$ cat config.mk
export PLATFORM = sky130hd
export DESIGN_NAME = demux8way16_bank_flat
export DESIGN_NICKNAME = d
export VERILOG_FILES = /design/src/rtl/demux8way16_bank_if.sv /design/src/rtl/demux8way16_bank.sv /design/src/flat_wrapper.sv
export SDC_FILE = /design/constraint.sdc
export NUM_CORES = 1
export LEC_CHECK = 0
export BUFFER_PORTS_ARGS = -buffer_cell sky130_fd_sc_hd__buf_2
export CORE_ASPECT_RATIO = 0.6
export CORE_MARGIN = 2
export CORE_UTILIZATION = 52
export DETAILED_ROUTE_END_ITERATION = 16
export PLACE_DENSITY = 0.85
export SLEW_MARGIN = 20
export SYNTH_ARGS = -nofsm -noshare
export SYNTH_HDL_FRONTEND = slang
export SYNTH_SLANG_ARGS = --single-unit
$ cat constraint.sdc
create_clock -name clock -period 1.92 [get_ports clock]
set_input_delay 0.384 -clock clock [delete_from_list [all_inputs] [get_ports clock]]
set_output_delay 0.384 -clock clock [all_outputs]
set_load 0.02 [all_outputs]
$ cat src/rtl/demux8way16_bank_if.sv
// Bundle of the write-side controls and bank outputs of demux8way16_bank.
// Latency: none (wires only); bank outputs are registered inside the block.
// Backpressure: none; the producer writes one word per clock via load.
interface demux8way16_bank_if;
    // write side
    logic [15:0] in;
    logic        load;
    logic [2:0]  sel;
    logic        auto;
    // bank side
    logic [15:0] a;
    logic [15:0] b;
    logic [15:0] c;
    logic [15:0] d;
    logic [15:0] e;
    logic [15:0] f;
    logic [15:0] g;
    logic [15:0] h;
    logic [2:0]  ptr;
    logic [7:0]  valid;
    logic        full;
    logic        wrapped;

    // producer that fills the bank and watches its state
    modport master (
        output in, load, sel, auto,
        input  a, b, c, d, e, f, g, h, ptr, valid, full, wrapped
    );

    // the bank itself
    modport slave (
        input  in, load, sel, auto,
        output a, b, c, d, e, f, g, h, ptr, valid, full, wrapped
    );
endinterface

$ cat src/rtl/demux8way16_bank.sv
// 8-entry x 16-bit register bank: steers one input word per clock to an explicit or auto-pointer target.
// Latency: one clock from the edge sampling load=1 to the updated register, ptr, valid and wrapped.
// Backpressure: none; every load is accepted, writes after full simply overwrite.
module demux8way16_bank (
    input  logic                  clock,
    input  logic                  reset,
    demux8way16_bank_if.slave     bus
);

    // Pointer states; the encoding doubles as the register index.
    typedef enum logic [2:0] {
        P0 = 3'd0,
        P1 = 3'd1,
        P2 = 3'd2,
        P3 = 3'd3,
        P4 = 3'd4,
        P5 = 3'd5,
        P6 = 3'd6,
        P7 = 3'd7
    } ptr_state_t;

    ptr_state_t  ptr_q;
    ptr_state_t  ptr_d;
    logic [15:0] regs_q [8];
    logic [15:0] regs_d [8];
    logic [7:0]  valid_q;
    logic [7:0]  valid_d;
    logic        wrapped_q;
    logic        wrapped_d;

    logic [2:0]  tgt;
    logic [7:0]  wr_onehot;
    logic        advance;

    // Resolve the write target and decode it to a one-hot write enable.
    always_comb begin
        tgt       = bus.auto ? ptr_q : bus.sel;
        advance   = bus.load & bus.auto;
        wr_onehot = 8'h00;
        if (bus.load) begin
            wr_onehot = 8'h01 << tgt;
        end
    end

    // Next bank contents: only the addressed entry takes the input word.
    always_comb begin
        for (int i = 0; i < 8; i++) begin
            regs_d[i] = regs_q[i];
            if (wr_onehot[i]) begin
                regs_d[i] = bus.in;
            end
        end
    end

    // Written-since-reset flags are sticky; only reset clears them.
    always_comb begin
        valid_d = valid_q | wr_onehot;
    end

    // Pointer FSM next state: step on an auto write, otherwise hold.
    always_comb begin
        ptr_d = ptr_q;
        case (ptr_q)
            P0:      ptr_d = advance ? P1 : P0;
            P1:      ptr_d = advance ? P2 : P1;
            P2:      ptr_d = advance ? P3 : P2;
            P3:      ptr_d = advance ? P4 : P3;
            P4:      ptr_d = advance ? P5 : P4;
            P5:      ptr_d = advance ? P6 : P5;
            P6:      ptr_d = advance ? P7 : P6;
            P7:      ptr_d = advance ? P0 : P7;
            default: ptr_d = P0;
        endcase
    end

    // Wrap pulse: only the auto write that leaves P7 raises it, for one cycle.
    always_comb begin
        wrapped_d = advance && (ptr_q == P7);
    end

    // Pointer FSM and its registered wrap flag; reset wins over a simultaneous load.
    always_ff @(posedge clock) begin
        if (reset) begin
            ptr_q     <= P0;
            wrapped_q <= 1'b0;
        end else begin
            ptr_q     <= ptr_d;
            wrapped_q <= wrapped_d;
        end
    end

    // Bank storage and valid flags; reset discards any write on the same edge.
    always_ff @(posedge clock) begin
        if (reset) begin
            for (int i = 0; i < 8; i++) begin
                regs_q[i] <= 16'h0000;
            end
            valid_q <= 8'h00;
        end else begin
            for (int i = 0; i < 8; i++) begin
                regs_q[i] <= regs_d[i];
            end
            valid_q <= valid_d;
        end
    end

    // Drive the bank outputs; full is a pure function of the valid flags.
    assign bus.a       = regs_q[0];
    assign bus.b       = regs_q[1];
    assign bus.c       = regs_q[2];
    assign bus.d       = regs_q[3];
    assign bus.e       = regs_q[4];
    assign bus.f       = regs_q[5];
    assign bus.g       = regs_q[6];
    assign bus.h       = regs_q[7];
    assign bus.ptr     = ptr_q;
    assign bus.valid   = valid_q;
    assign bus.full    = &valid_q;
    assign bus.wrapped = wrapped_q;

endmodule

$ cat src/flat_wrapper.sv
// flat-port wrapper written by rule: the top's interface ports become plain ports
module demux8way16_bank_flat 
  (clock, reset, bus_in, bus_load, bus_sel, bus_auto, bus_a, bus_b, bus_c, bus_d, bus_e, bus_f, bus_g, bus_h, bus_ptr, bus_valid, bus_full, bus_wrapped);
  demux8way16_bank_if bus_i ();
  input  logic clock;
  input  logic reset;
  input wire logic [$bits(bus_i.in)-1:0] bus_in;
  input wire logic [$bits(bus_i.load)-1:0] bus_load;
  input wire logic [$bits(bus_i.sel)-1:0] bus_sel;
  input wire logic [$bits(bus_i.auto)-1:0] bus_auto;
  output wire logic [$bits(bus_i.a)-1:0] bus_a;
  output wire logic [$bits(bus_i.b)-1:0] bus_b;
  output wire logic [$bits(bus_i.c)-1:0] bus_c;
  output wire logic [$bits(bus_i.d)-1:0] bus_d;
  output wire logic [$bits(bus_i.e)-1:0] bus_e;
  output wire logic [$bits(bus_i.f)-1:0] bus_f;
  output wire logic [$bits(bus_i.g)-1:0] bus_g;
  output wire logic [$bits(bus_i.h)-1:0] bus_h;
  output wire logic [$bits(bus_i.ptr)-1:0] bus_ptr;
  output wire logic [$bits(bus_i.valid)-1:0] bus_valid;
  output wire logic [$bits(bus_i.full)-1:0] bus_full;
  output wire logic [$bits(bus_i.wrapped)-1:0] bus_wrapped;
  assign bus_i.in = bus_in;
  assign bus_i.load = bus_load;
  assign bus_i.sel = bus_sel;
  assign bus_i.auto = bus_auto;
  assign bus_a = bus_i.a;
  assign bus_b = bus_i.b;
  assign bus_c = bus_i.c;
  assign bus_d = bus_i.d;
  assign bus_e = bus_i.e;
  assign bus_f = bus_i.f;
  assign bus_g = bus_i.g;
  assign bus_h = bus_i.h;
  assign bus_ptr = bus_i.ptr;
  assign bus_valid = bus_i.valid;
  assign bus_full = bus_i.full;
  assign bus_wrapped = bus_i.wrapped;
  demux8way16_bank u_core (.clock(clock), .reset(reset), .bus(bus_i));
endmodule
* Word level (Yosys, flattened, before mapping) *
Memory sizes are Yosys's and may differ from the RTL's.
Cells that the tools add are included.

storage, ports and cells
  memory bits (writable) = 128
  logic and storage cells = 55
  register bits = 12
  input bits = 23
  output and inout bits = 141
  memories = 1

memory list
  name           depth  width  read ports  clocked after Yosys merged registers in  write ports  RTL line                text
  u_core.regs_q  8      16     8           0                                        8            demux8way16_bank.sv:24  logic [15:0] regs_q [8];

cells by class
  mux-type cells = 30
  shift operators = 1
  bitwise gates (word level) = 10
  reductions and logical operators = 3
  eq/ne operators = 7

operator list
  cell                   number
  $mux W16               16
  $pmux W3 S8            1
  $eq A3 B3 Y1 const B   4
  $mux W3                3
  $mux W8                1
  $or A1 B1 Y1           8
  $or A8 B8 Y8           1
  $reduce_and A8 Y1      1
  $shl A1 B3 Y8 const A  1
  $mux W1                7
  $eq A3 B2 Y1 const B   2
  $mux W2                2
  $eq A3 B1 Y1 const B   1
  $logic_not A3 Y1       1
  $and A1 B1 Y1          1
  $logic_and A1 B1 Y1    1

* Logic depth before layout (Yosys ltp) *
  depth after elaboration = 5
  mapped depth = 6
  gate-level depth less buffers = 3

* Worst setup path after synthesis *
Ideal clock, no wire load.

  path type = reg2reg
  from = reg u_core.ptr_q[0] (netlist: u_core.bus.ptr[0])
  to = mem u_core.regs_q[6][6] (netlist: u_core.regs_q[0][102])
  arrival = 1.423 ns
  period minus slack after synthesis = 1.495 ns
  setup time = 0.072 ns
  stages on the path, launching flop included = 6
  setup slack = 0.425 ns
  required time = 1.848 ns
  path buffers = 2
  cell sequence = dfxtp_1 -> and3b_4 -> o211ai_2 -> buf_6 -> buf_6 -> mux2i_1

RTL lines
  element                 RTL line                text
  from (decl)             demux8way16_bank.sv:22  ptr_state_t ptr_q;
  from (signal assigned)  demux8way16_bank.sv:87  ptr_q <= ptr_d;
  to (decl)               demux8way16_bank.sv:24

* Worst setup path after layout *
  from = reg u_core.valid_q[1] (netlist: u_core.bus.valid[1])
  to = out bus_full

between the ends
  word-level cells in the longest chain between the ends = 1

ends and longest elaborated chain
  element                 RTL line                 text
  from (decl)             demux8way16_bank.sv:26   logic [7:0] valid_q;
  from (signal assigned)  demux8way16_bank.sv:103  valid_q <= valid_d;
  $reduce_and A8 Y1       demux8way16_bank.sv:118  assign bus.full = &valid_q;
  to (decl)               flat_wrapper.sv:21       output wire logic [$bits(bus_i.full)-1:0] bus_full;

No other way between the ends.

==> impl_results.html <==
<table>
<tr><th>Metric</th><th>Value</th></tr>
<tr><th colspan="2">Route</th></tr>
<tr><td>Routed wire length</td><td>14.1 mm</td></tr>
<tr><td>Detail-routed via count per cell</td><td>5.15</td></tr>
<tr><td>Number of remaining DRC errors</td><td>0</td></tr>
<tr><td>Detailed-route via count</td><td>4,150</td></tr>
<tr><td>Average detailed-routed wire length per instance</td><td>17.5 microns</td></tr>
<tr><td>Count of nets left with antenna violations after detail routing</td><td>0</td></tr>
<tr><td>DRC marker count from the first detailed-route iteration</td><td>240</td></tr>
<tr><td>Pre-Repair DR Iteration Count</td><td>4</td></tr>
<tr><th colspan="2">Clock network</th></tr>
<tr><td>Number of sinks driven by the clock tree</td><td>140</td></tr>
<tr><td>CTS tree</td><td>done</td></tr>
<tr><td>Source-to-sink clock delay at the later pin of the worst-skew pair</td><td>410 ps</td></tr>
<tr><td>Number of setup buffers added after CTS</td><td>0</td></tr>
<tr><td>Clock-pin slew of the registers on the worst-case setup and hold paths</td><td>60 ps</td></tr>
<tr><td>CTS Buffer Depth</td><td>2</td></tr>
<tr><td>CTS H-Tree Depth</td><td>4</td></tr>
<tr><td>Number of buffers added by the clock tree synthesis step</td><td>17</td></tr>
<tr><td>Root Driver</td><td>sky130_fd_sc_hd__clkbuf_16</td></tr>
<tr><td>Count of hold-fix buffers inserted at cts</td><td>0</td></tr>
<tr><td>Number of resized instances in the post-cts repair step</td><td>0</td></tr>
<tr><th colspan="2">Die</th></tr>
<tr><td>Core Box Area</td><td>10,600 sq um</td></tr>
<tr><td>Top Ports</td><td>164</td></tr>
<tr><td>Die X-Extent</td><td>139 microns</td></tr>
<tr><td>Height of the chip</td><td>84.8 microns</td></tr>
<tr><td>Starting density of the core</td><td>53.4%</td></tr>
<tr><td>Floorplan row count</td><td>29</td></tr>
<tr><td>Die Area</td><td>11,800 sq um</td></tr>
<tr><th colspan="2">Global routing</th></tr>
<tr><td>First-pass GRT wire length</td><td>22.3 mm</td></tr>
<tr><td>Via count of the first global-routing pass</td><td>4,099</td></tr>
<tr><td>Overflow after GRT</td><td>0</td></tr>
<tr><td>Maximum number of pins on one net before global-route repair</td><td>68</td></tr>
<tr><td>Tot GR Track Use</td><td>24.6%</td></tr>
<tr><td>Initial antenna violation count</td><td>1</td></tr>
<tr><th colspan="2">Power</th></tr>
<tr><td>IR drop worst, VDD</td><td>0.654 mV</td></tr>
<tr><td>Leakage</td><td>3.79 nW</td></tr>
<tr><td>Portion of total power attributed to sequential cells</td><td>47.1%</td></tr>
<tr><td>Power per Cell Area</td><td>916 nW/um^2</td></tr>
<tr><td>Switch Pwr</td><td>1.54 mW</td></tr>
<tr><td>Clock power frac</td><td>44.8%</td></tr>
<tr><td>Sw Ratio</td><td>24.0%</td></tr>
<tr><td>Total internal power</td><td>4.88 mW</td></tr>
<tr><td>Gate power share</td><td>8.0%</td></tr>
<tr><th colspan="2">Yosys</th></tr>
<tr><td>Synth unique cells</td><td>28</td></tr>
<tr><td>Yosys synthesis warning count</td><td>0</td></tr>
<tr><td>Ys flop type</td><td>sky130_fd_sc_hd__dfxtp_1</td></tr>
<tr><td>Sequential area share after synthesis</td><td>49.6%</td></tr>
<tr><td>Register bit total from synthesis</td><td>140</td></tr>
<tr><td>Net count of the mapped netlist</td><td>535</td></tr>
<tr><td>Cells after synthesis</td><td>512</td></tr>
<tr><td>Netlist Area Pre-Place</td><td>5650 sq um</td></tr>
<tr><td>Number of enable-type register cells in the synthesized netlist</td><td>0</td></tr>
<tr><td>Post-synthesis average cell area</td><td>11.0 sq um</td></tr>
<tr><td>FFs w/ async S/R, synth</td><td>0%</td></tr>
<tr><th colspan="2">Worst setup path</th></tr>
<tr><td>Source of the worst register-to-register timing path</td><td>u_core.bus.ptr[0]$_SDFF_PP0_</td></tr>
<tr><td>Critical register-to-register path endpoint</td><td>u_core.regs_q[0][45]$_SDFFE_PP0P_</td></tr>
<tr><td>Type of the setup path with the least slack</td><td>register to primary output</td></tr>
<tr><td>Slack of the worst reg-to-reg path</td><td>360 ps</td></tr>
<tr><td>Sort of element at the end of the critical path</td><td>primary output</td></tr>
<tr><td>CP Cell Sequence</td><td>nand4_1 -&gt; nor2_1 -&gt; buf_2</td></tr>
<tr><td>Largest incremental delay on the critical path</td><td>390 ps</td></tr>
<tr><td>Setup crit start kind</td><td>register</td></tr>
<tr><td>Worst EP required</td><td>1540 ps</td></tr>
<tr><td>FF-to-FF path depth</td><td>4</td></tr>
<tr><td>Master of the slowest instance on the critical path</td><td>sky130_fd_sc_hd__dfxtp_1</td></tr>
<tr><td>Max FO, Critical Path</td><td>3</td></tr>
<tr><td>Data arrival time of the critical path</td><td>1210 ps</td></tr>
<tr><th colspan="2">Finish</th></tr>
<tr><td>Fraction of final layout cells with drive strength greater than 1</td><td>32.2%</td></tr>
<tr><td>Commonest non-fill, non-tap cell in the layout</td><td>sky130_fd_sc_hd__buf_2</td></tr>
<tr><td>Layout-stage area growth over the synthesis result</td><td>23.9%</td></tr>
<tr><td>Antenna fix cells</td><td>0</td></tr>
<tr><td>Top library cells by usage in the layout, fill and taps aside</td><td>sky130_fd_sc_hd__buf_2, sky130_fd_sc_hd__nand2b_1, sky130_fd_sc_hd__dfxtp_1</td></tr>
<tr><td>Layout Utilization</td><td>66.1%</td></tr>
<tr><td>Final Net Count</td><td>678</td></tr>
<tr><th colspan="2">STA</th></tr>
<tr><td>Final Max Tran Viols</td><td>0</td></tr>
<tr><td>Upper clock frequency limit</td><td>628 MHz</td></tr>
<tr><td>Setup repair after global routing missed its margin</td><td>false</td></tr>
<tr><td>Worst-case headroom to the max-slew limit</td><td>64.8%</td></tr>
<tr><td>Largest clock skew in the final design</td><td>4.23 ps</td></tr>
<tr><td>Number of endpoints failing setup at the final stage</td><td>0</td></tr>
<tr><td>Final TNS setup</td><td>0 ps</td></tr>
<tr><td>Final cycle utilization of the critical path</td><td>83.0%</td></tr>
<tr><td>Fin worst setup slack</td><td>327 ps</td></tr>
<tr><td>Number of hold violations in the final report</td><td>0</td></tr>
<tr><td>Worst-margin pin slew</td><td>528 ps</td></tr>
<tr><td>Period minus WS final</td><td>1590 ps</td></tr>
<tr><th colspan="2">Placement</th></tr>
<tr><td>Placement Setup Slack</td><td>97.7 ps</td></tr>
<tr><td>Placer congestion estimate</td><td>0.826</td></tr>
<tr><td>IO Port Bufs</td><td>163</td></tr>
<tr><td>DP Wirelength</td><td>9.92 mm</td></tr>
<tr><th colspan="2">Min path</th></tr>
<tr><td>Hold WC Path Type</td><td>input port to register</td></tr>
<tr><td>End point of the worst hold path</td><td>u_core.bus.wrapped$_SDFF_PP0_</td></tr>
<tr><td>Launch point of the worst hold path</td><td>bus_auto</td></tr>
<tr><td>Worst hold path cell count</td><td>3</td></tr>
<tr><th colspan="2">Job</th></tr>
<tr><td>Reported max-cap violation count</td><td>0</td></tr>
<tr><th colspan="2">Status</th></tr>
<tr><td>Status</td><td>completed</td></tr>
</table>
power groups by stage:
| stage | clock network [mW] | registers [mW] | logic, mW |
|---|---|---|---|
| floorplan | 0 | 3.16 | 0.270 |
| global placement | 0 | 3.08 | 0.502 |
| detailed placement | 0 | 3.08 | 0.515 |
| CTS | 2.91 | 3.02 | 0.516 |
| global route | 3.06 | 3.03 | 0.548 |
| finish | 2.88 | 3.02 | 0.515 |
metrics by stage:
stage	instance area (sq um)	total power, mW	std cells	hold WS [ps]
floorplan	5650	3.43	512	534
global placement	6490	3.58	775	448
detailed placement	6490	3.60	775	453
CTS	7000	6.45	806	392
global route	7000	6.64	806	418
finish	7000	6.42	806	415
flip-flops by register name, indices dropped and copies added (netlist names):
register	cells
u_core.bus.ptr	3
u_core.bus.valid	8
u_core.bus.wrapped	1
u_core.regs_q	128
per-layer routing:
layer	global-route usage (%)	vias up	share of wire [%]
met2	36.9	155	43
met1	33.5	2009	47
met3	8.84	18	7.9
met5	0	-	0.078
met4	7.44	2	1.2
li1	-	1966	-
Yosys cell counts, drive strengths merged, types with 2 or more instances:
cell	instances	area share, %
mux2i	129	23
dfxtp	140	50
o211ai	8	1.5
clkbuf	15	1.0
nor3b	4	0.80
inv	8	0.53
and3b	3	0.55
nand4	3	0.33
nor2	4	0.27
xor2	3	0.46
a21oi	8	0.71
nand2b	144	16
o211a	2	0.35
buf	36	4.4
kinds of logic (layout without fill, tap and decap cells):
group / count (synthesis) / count (layout) / synth area share [%]
AO/OA/AOI/OAI: 18 / 18 / 2.57
XOR/XNOR: 3 / 3 / 0.465
buffers and inverters: 59 / 214 / 5.97
flip-flops: 140 / 140 / 49.6
multiplexers: 130 / 130 / 23.1
AND/OR/NAND/NOR: 162 / 162 / 18.3
worst max path at each step:
stage / to / depth (start not counted) / start
6_report: bus_full / 3 / u_core.bus.valid[1]$_SDFF_PP0_
4_1_cts: bus_full / 3 / u_core.bus.valid[1]$_SDFF_PP0_
5_1_grt: bus_full / 3 / u_core.bus.valid[1]$_SDFF_PP0_
2_1_floorplan: u_core.regs_q[0][102]$_SDFFE_PP0P_ / 5 / u_core.bus.ptr[0]$_SDFF_PP0_
3_3_place_gp: u_core.regs_q[0][6]$_SDFFE_PP0P_ / 4 / bus_auto
3_5_place_dp: u_core.regs_q[0][3]$_SDFFE_PP0P_ / 4 / bus_auto
critical path: cells and delay by family (launching register included):
family,cells,cell delay [ps]
buf+inv,1,170
flops,1,390
simple gates,2,240
layout make-up:
type | instances | area, sq um
clock buffer | 23 | 468
clock inverter | 8 | 45.0
fill | 815 | 3590
inverter | 8 | 30.0
multi-input combinational | 313 | 2510
sequential | 140 | 2800
tap | 139 | 174
timing repair buffer | 175 | 971
No activity file was read; power rests on OpenSTA's default activity.
